`src/rtl/butterfly_pipe.sv`:
```
// butterfly_pipe: two-stage radix-2 butterfly with twiddle select, valid/ready handshake and sticky overflow
module butterfly_pipe #(
    parameter int N = 4,
    parameter int SCALE = 0,
    parameter int SAT = 0,
    localparam int W = 2 ** N
) (
    input  logic         clk,
    input  logic         rst,
    input  logic         in_valid,
    output logic         in_ready,
    input  logic [1:0]   mode,
    input  logic [W-1:0] in_1_r,
    input  logic [W-1:0] in_1_i,
    input  logic [W-1:0] in_2_r,
    input  logic [W-1:0] in_2_i,
    output logic         out_valid,
    input  logic         out_ready,
    output logic [W-1:0] out_1_r,
    output logic [W-1:0] out_1_i,
    output logic [W-1:0] out_2_r,
    output logic [W-1:0] out_2_i,
    output logic         ovf,
    input  logic         ovf_clr
);
    localparam int P = 2 * W + 3;

    function automatic longint unsigned isqrt_round(input longint unsigned x);
        longint unsigned s, t;
        s = 64'd0;
        for (int b = 31; b >= 0; b--) begin
            t = s | (64'd1 << b);
            if (t * t <= x) s = t;
        end
        return (64'd4 * x >= (64'd2 * s + 64'd1) * (64'd2 * s + 64'd1)) ? s + 64'd1 : s;
    endfunction

    // 1/sqrt2 in Q1.(W-1): sqrt(2**(2W-3)) rounded to nearest
    localparam logic [W-1:0] C = W'(isqrt_round(64'd1 << (2 * W - 3)));
    localparam logic signed [P-1:0] HALF = P'(64'd1 << (W - 2));

    // scale by C with round-half-up, then saturate to W+1 bits
    function automatic logic signed [W:0] rot(input logic signed [W+1:0] a);
        logic signed [P-1:0] q;
        q = (P'(a) * $signed(P'({1'b0, C})) + HALF) >>> (W - 1);
        return (&q[P-1:W] || ~|q[P-1:W]) ? q[W:0] : {q[P-1], {W{~q[P-1]}}};
    endfunction

    // optional halving, then wrap or saturate to W bits; top bit flags a changed value
    function automatic logic [W:0] fin(input logic signed [W+1:0] x);
        logic signed [W+1:0] y;
        logic ok;
        y = (SCALE != 0) ? x >>> 1 : x;
        ok = &y[W+1:W-1] || ~|y[W+1:W-1];
        return {!ok, (ok || SAT == 0) ? y[W-1:0] : {y[W+1], {(W-1){~y[W+1]}}}};
    endfunction

    logic en1, en2, s1_valid, ovf_now;
    logic signed [W:0] b_r, b_i, t_r, t_i, t1_r, t1_i;
    logic signed [W+1:0] sum, dif;
    logic signed [W-1:0] a1_r, a1_i;
    logic [W:0] f1_r, f1_i, f2_r, f2_i;

    assign en2 = !out_valid || out_ready;
    assign en1 = !s1_valid || en2;
    assign in_ready = en1;

    // twiddle product; sums kept at W+2 bits so -r-i cannot wrap at the negative corner
    always_comb begin
        b_r = (W+1)'($signed(in_2_r));
        b_i = (W+1)'($signed(in_2_i));
        sum = (W+2)'(b_r) + (W+2)'(b_i);
        dif = (W+2)'(b_i) - (W+2)'(b_r);
        t_r = mode == 2'd0 ? b_r : mode == 2'd1 ? b_i : mode == 2'd2 ? rot(sum) : rot(dif);
        t_i = mode == 2'd0 ? b_i : mode == 2'd1 ? -b_r : mode == 2'd2 ? rot(dif) : rot(-sum);
    end

    // butterfly add/subtract at W+2 bits and final narrowing
    always_comb begin
        f1_r = fin((W+2)'(a1_r) + (W+2)'(t1_r));
        f1_i = fin((W+2)'(a1_i) + (W+2)'(t1_i));
        f2_r = fin((W+2)'(a1_r) - (W+2)'(t1_r));
        f2_i = fin((W+2)'(a1_i) - (W+2)'(t1_i));
        ovf_now = f1_r[W] | f1_i[W] | f2_r[W] | f2_i[W];
    end

    // stage 1: capture operand 1 and twiddle product
    always_ff @(posedge clk or posedge rst) begin
        if (rst) begin
            s1_valid <= 1'b0;
            a1_r <= '0;
            a1_i <= '0;
            t1_r <= '0;
            t1_i <= '0;
        end else if (en1) begin
            s1_valid <= in_valid;
            a1_r <= $signed(in_1_r);
            a1_i <= $signed(in_1_i);
            t1_r <= t_r;
            t1_i <= t_i;
        end
    end

    // stage 2: register butterfly results
    always_ff @(posedge clk or posedge rst) begin
        if (rst) begin
            out_valid <= 1'b0;
            out_1_r <= '0;
            out_1_i <= '0;
            out_2_r <= '0;
            out_2_i <= '0;
        end else if (en2) begin
            out_valid <= s1_valid;
            out_1_r <= f1_r[W-1:0];
            out_1_i <= f1_i[W-1:0];
            out_2_r <= f2_r[W-1:0];
            out_2_i <= f2_i[W-1:0];
        end
    end

    // sticky overflow; a new overflow beats a simultaneous clear
    always_ff @(posedge clk or posedge rst) begin
        if (rst) ovf <= 1'b0;
        else ovf <= (s1_valid && en2 && ovf_now) || (ovf && !ovf_clr);
    end
endmodule

```
`config.mk`:
```
export PLATFORM = sky130hd
export DESIGN_NAME = butterfly_pipe
export DESIGN_NICKNAME = d
export VERILOG_FILES = /design/src/rtl/butterfly_pipe.sv
export SDC_FILE = /design/constraint.sdc
export NUM_CORES = 1
export LEC_CHECK = 0
export ABC_AREA = 1
export CAP_MARGIN = 10
export CELL_PAD_IN_SITES_DETAIL_PLACEMENT = 1
export CELL_PAD_IN_SITES_GLOBAL_PLACEMENT = 2
export CORE_MARGIN = 2
export CORE_UTILIZATION = 37
export CTS_BUF_LIST = sky130_fd_sc_hd__clkbuf_8 sky130_fd_sc_hd__clkbuf_16
export DETAILED_ROUTE_END_ITERATION = 10
export GPL_ROUTABILITY_DRIVEN = 0
export GPL_TIMING_DRIVEN = 0
export PLACE_DENSITY_LB_ADDON = 0.1
export SETUP_SLACK_MARGIN = 0.3
export SYNTH_ARGS = -nofsm -noshare
export SYNTH_HDL_FRONTEND = slang
export SYNTH_SLANG_ARGS = --single-unit
```
`constraint.sdc`:
```
create_clock -name clk -period 6 [get_ports clk]
set_input_delay 1.8 -clock clk [delete_from_list [all_inputs] [get_ports clk]]
set_output_delay 1.8 -clock clk [all_outputs]
set_load 0.01 [all_outputs]
```
======== Word level (Yosys, flattened, before mapping) ========
Cells that the tools add are included.
Widths: inputs -> output; s select.
cells by class
  add/subtract/negate cells ............... 11
  multipliers ............................. 3
  eq/ne operators ......................... 2
  muxes and demuxes ....................... 9
  bitwise gates (word level) .............. 6
  reduce and logical (&&, ||, !) cells .... 42
operators with widths
  operator                number
  $mux 17                 9
  $add 33x16->34 const B  2
  $mul 17x15->32 const B  2
  $add 16x17->18          2
  $sub 16x17->18          2
  $add 34x16->35 const B  1
  $mul 18x15->33 const B  1
  $neg 17->18             1
  $add 16x16->17          1
  $neg 16->17             1
  $sub 16x16->17          1
  $logic_not 1->1         14
  $reduce_and 3->1        4
  $reduce_and 4->1        3
  $reduce_or 3->1         4
  $reduce_or 4->1         3
  $logic_or 1x1->1        10
  $logic_and 1x1->1       3
  $not 1->1               3
  $or 1x1->1              3
  $eq 2x1->1 const B      1
  $eq 2x2->1 const B      1
  $logic_not 2->1         1
storage, ports and cells
  bits in registers ....................... 133
  input port bits ......................... 71
  output and inout port bits .............. 67
  logic and storage cells ................. 84

======== Logic depth before layout (Yosys ltp) ========
  depth after elaboration ................. 11
  depth in mapped cells ................... 58
  depth with buffers taken out ............ 57

======== Worst setup path before layout ========
OpenSTA, ideal clock, no wires.
  path type ............................... input -> register
  from .................................... input in_2_r[2]
  to ...................................... register t1_i[2]
  setup time .............................. 0.116 ns
  arrival time ............................ 9.776 ns
  required time ........................... 5.884 ns
  setup slack ............................. -3.892 ns
  stages on the path ...................... 49
  path through ............................ inv_1 > ha_1 > buf_4 > o31ai_1 > nand2_1 > nand2_1 > a21oi_1 > o21ai_2 > nand2_1 > o21ai_0 > xor2_1 > inv_1 > ha_1 > nand3_1 > nor2_1 > nand2_1 > nor2_1 > nand2_1 > [13 not listed] > a31oi_1 > o221ai_1 > nor2_1 > nand2_1 > xor2_1 > nand3_1 > nor2_1 > nand4_1 > nand2_1 > nand2_2 > o21bai_4 > nand2_2 > inv_2 > nand2_1 > nand3_1 > nand3_1 > nand2_1 > nand2_1
on the way
  word-level cells in the longest chain between the ends .. 11
  elaborated cells on any way between the ends .. 23
  classes of those cells .................. add/sub (6); mul (2); mux (5); bitwise (2); reduce/logical (8)
RTL lines
  item                       RTL line  source
  start: declaration         15        input logic [W-1:0] in_2_r,
  $add 16x16->17             72        sum = (W+2)'(b_r) + (W+2)'(b_i);
  $neg 17->18                75        t_i = mode == 2'd0 ? b_i : mode == 2'd1 ? -b_r : mode == 2'd2 ? rot(dif) : rot(-sum);
  $mul 18x15->33             45        q = (P'(a) * $signed(P'({1'b0, C})) + HALF) >>> (W - 1);
  $add 34x16->35             45
  $reduce_or 4->1            46        return (&q[P-1:W] || ~|q[P-1:W]) ? q[W:0] : {q[P-1], {W{~q[P-1]}}};
  $logic_not 1->1            46
  $logic_or 1x1->1           46
  $mux 17                    46
  $mux 17                    75
  $mux 17 (*) (2 in series)  75
  end signal: assignment     100       t1_i <= t_i;
  end: declaration           59        logic signed [W:0] b_r, b_i, t_r, t_i, t1_r, t1_i;
Mark *: on every way between the ends. The rest lies on a longest branch, timed or not.
A chain may end at the register's enable or synchronous reset.

======== Final worst setup path ========
  from .................................... input in_2_r[1]
  to ...................................... register t1_r[10]
on the way
  word-level cells in the longest chain between the ends .. 10
  elaborated cells on any way between the ends .. 21
  classes of those cells .................. add/sub (4); mul (2); mux (5); bitwise (2); reduce/logical (8)
RTL lines
  item                                                     RTL line  source
  $sub 16x16->17 / $add 16x16->17 (equally long branches)  73, 72
  $mul 17x15->32                                           45
  $add 33x16->34                                           45
  $reduce_or 4->1                                          46
  $logic_not 1->1                                          46
  $logic_or 1x1->1                                         46
  $mux 17                                                  46
  $mux 17 (*) (3 in series)                                74        t_r = mode == 2'd0 ? b_r : mode == 2'd1 ? b_i : mode == 2'd2 ? rot(sum) : rot(dif);
  end signal: assignment                                   99        t1_r <= t_r;
  end: declaration                                         59
Marked as above.

==> results.md <==
- Critical-path top delay cell: fa_2
- Maximum fanout along the worst path: 5
- Share of Yosys cell area claimed by the top area cell type: 0.244
- Floorplan Core Area: 0.0673 mm²
- Buffers plus inverters on the worst setup path: 10
- Number of top-level pins: 138
- Number of clock sinks: 131
- FP Rows: 95
- Dpl hpwl: 77.1 mm
- Pin count of the biggest net entering global routing: 83
- Minimum clock period after layout: 9.82 ns
- Violated checks: setup timing
- Final hold violation count: 0
- Worst slack at placement: -6.84 ns
- Number of antenna violations at the first check in global routing: 1
- First-pass detailed-route iteration total: 5
- Height of the die: 265 µm
- Total wirelength of the detailed-routed design: 95.7 mm
- Maximum clock frequency: 102 MHz
- Count of inserted antenna diode cells: 0
- Share of the clock period used by the worst path after layout: 1.64
- Final clock skew: 0.0111 ns
- Final #Nets: 4462
- Number of global-route vias before repair: 26400
- Number of warnings printed during yosys synthesis: 0
- Largest cells by area after synthesis: ha_1, fa_1, dfrtp_1
- Worst skew pair latency: 0.44 ns
- Non-filler instance count after layout: 4592
- Fraction of layout instances using a drive strength above 1: 0.211
- Layout overhead on the synthesized area: 30.1%
- Global routing usage summed across all routing layers: 0.272
- First-pass GRT wire length: 149 mm
- Largest delay share family, worst path: adder cells
- Ratio of routed vias to standard cells: 5.25
- Tightest Hold Check Type: reg -> reg
- Unrepaired setup endpoints after global routing: yes
- Post-route standard cell area excluding fillers: 0.0328 mm²
- Startpoint types: input pin
- Combined area of all synthesized cells: 0.0252 mm²
- Top_reg_cell synth: dfrtp_1
- Clock transition at the registers of the reported paths: 0.06 ns
- Share of synthesized flip-flops with an asynchronous set or reset: 1.00
- Initial Utilization: 0.375
- Sequential element share of the synthesized area: 0.130
- Critical path start-end classification: in -> reg
- Residual DRC: 0
- Mean post-synth cell area: 7.48 µm²
- Max-cap violations: 0
- Count of distinct cell types in the synthesized netlist: 61
- Max-slew violations: 0
- Worst Hold Margin: 0.483 ns
- Cell taking the most area after synthesis: ha_1
- Reg2Reg Launch Point: t1_r[2]
- Final setup margin: -3.82 ns
- Number of cells produced by synthesis: 3372
- First DRT Iteration DRCs: 1076
- GR Overflow Total: 0
- Critical path endpoint category: flop
- Number of buffers added to fix hold violations after cts: 0
- Capture endpoint of the worst hold path: out_1_i[8]
- Routed via count: 24100
- Count of input and output buffers: 137
- Max clock buf depth: 2
- Number of H-tree levels: 4
- Worst path required time: 6.33 ns
- Total instance count after detailed placement: 4383
- Count of cells along the worst hold path: 2
- #FFs+latches synth: 131
- Most numerous cell in the Yosys netlist: nand2_1
- Number of CTS-inserted buffers: 17
- Master cell of the clock root buffer: clkbuf_16
- Rel. slew slack: 0.361
- Hold path start: out_1_i[8]
- Die area: 0.0703 mm²
- R2R setup slack: 1.88 ns
- Dpl cell area: 0.0280 mm²
- Antenna-violating nets left: 0
- Wirelength per Cell: 20.8 µm
- Result of the run: finished, violations left
- Clock tree from TritonCTS: done
- Number of nets in the synthesized netlist: 4128
- Reg-to-reg critical path endpoint: ovf
- Number of flops mapped to enable cells by yosys: 0
- Count of final setup violators: 34
- Max stage delay on crit path: 0.54 ns
- Transition time at the pin with the least slew margin: 0.959 ns
- Number of cells on the worst reg-to-reg path: 22
- Die width: 265 µm
- Data arrival time at the worst-slack endpoint: 10.15 ns
- Most numerous cell types in the synthesized netlist: nand2_1, inv_1, ha_1, nor2_1, a21oi_1
## timing repair
item / in CTS / in global routing
buffers inserted: 144 / 28
pin swaps: 202 / 72
endpoints found under the setup margin: 35 / 35
resized for setup: 585 / 167
cloned: 5 / 0
## per-layer routing
layer  part of all wire  routed length [µm]  GRT usage  vias up
li1                   -                   -          -    11500
met5                  0                   0          0        -
met4              0.026                2440     0.0718        0
met2               0.49               46500      0.478      452
met1               0.46               43600      0.360    12100
met3              0.033                3170     0.0223      121
## tightest hold or removal path, stage by stage (launching register included)
cell	delay [ns]
dfrtp_1	0.34
nand2_1	0.06
nand2_1	0.05
## cell families after synthesis
kind of cell | share of synthesized area
and+or+nand+nor | 0.215
AOI/OAI and AO/OA | 0.110
xor gates and xnor gates | 0.0448
DFF | 0.130
adders and majority gates | 0.398
buffers and inverters | 0.103
## sequential cells by signal, summed over array words and instances, names as in the netlist
| signal | count |
|---|---|
| a1_i | 16 |
| a1_r | 16 |
| out_1_i | 15 |
| out_1_r | 15 |
| out_2_i | 16 |
| out_2_r | 16 |
| out_valid | 1 |
| ovf | 1 |
| s1_valid | 1 |
| t1_i | 17 |
| t1_r | 17 |
## worst max-delay path by stage
stage	start	end	depth (start not counted)
global route	in_2_r[1]	t1_r[12]	49
floorplan	in_2_r[2]	t1_i[2]	51
detailed placement	in_2_r[1]	t1_i[9]	43
global placement	in_2_r[1]	t1_i[9]	43
finish	in_2_r[1]	t1_r[10]	49
CTS	in_2_r[2]	t1_i[9]	50
## final cells by class
class / instances / area [µm²]
Buffer: 56 / 292
Clock buffer: 20 / 467
Clock inverter: 12 / 155
Fill cell: 8080 / 34500
Inverter: 626 / 2440
Multi-Input combinational cell: 2560 / 22100
Sequential cell: 131 / 3280
Tap cell: 873 / 1090
Timing Repair Buffer: 312 / 2950
Timing Repair inverter: 2 / 10.0
## stage by stage
| step | setup TNS, ns | util |
|---|---|---|
| after floorplan | -115.16 | - |
| after global placement | -386.12 | 0.415 |
| after detailed placement | -217.10 | 0.416 |
| after CTS | -118.85 | 0.474 |
| after global routing | -139.10 | 0.488 |
| final | -127.06 | 0.488 |
## cells in the final DEF, fill, tap and decap left out, types with 29 or more instances in the layout
cell             Yosys  routed
o21ai_0            152     122
dfrtp_1            131     131
inv_2                9      32
buf_4                4     152
nand2_1            735     619
nor2_1             233     189
a21oi_1            196     139
xor2_1             105      80
nand3_2             13      32
nand2_2             19     106
a21oi_2              8      51
nor3_1              37      29
ha_4                 0      51
nand3_1            141     118
fa_1               194     181
nand2_4              4      31
clkbuf_1            37      33
inv_1              613     569
clkdlybuf4s50_1      0     108
ha_1               491     433
Power is not shown: default switching activity piles up to over one toggle a cycle in this logic, so the estimate is an artifact.
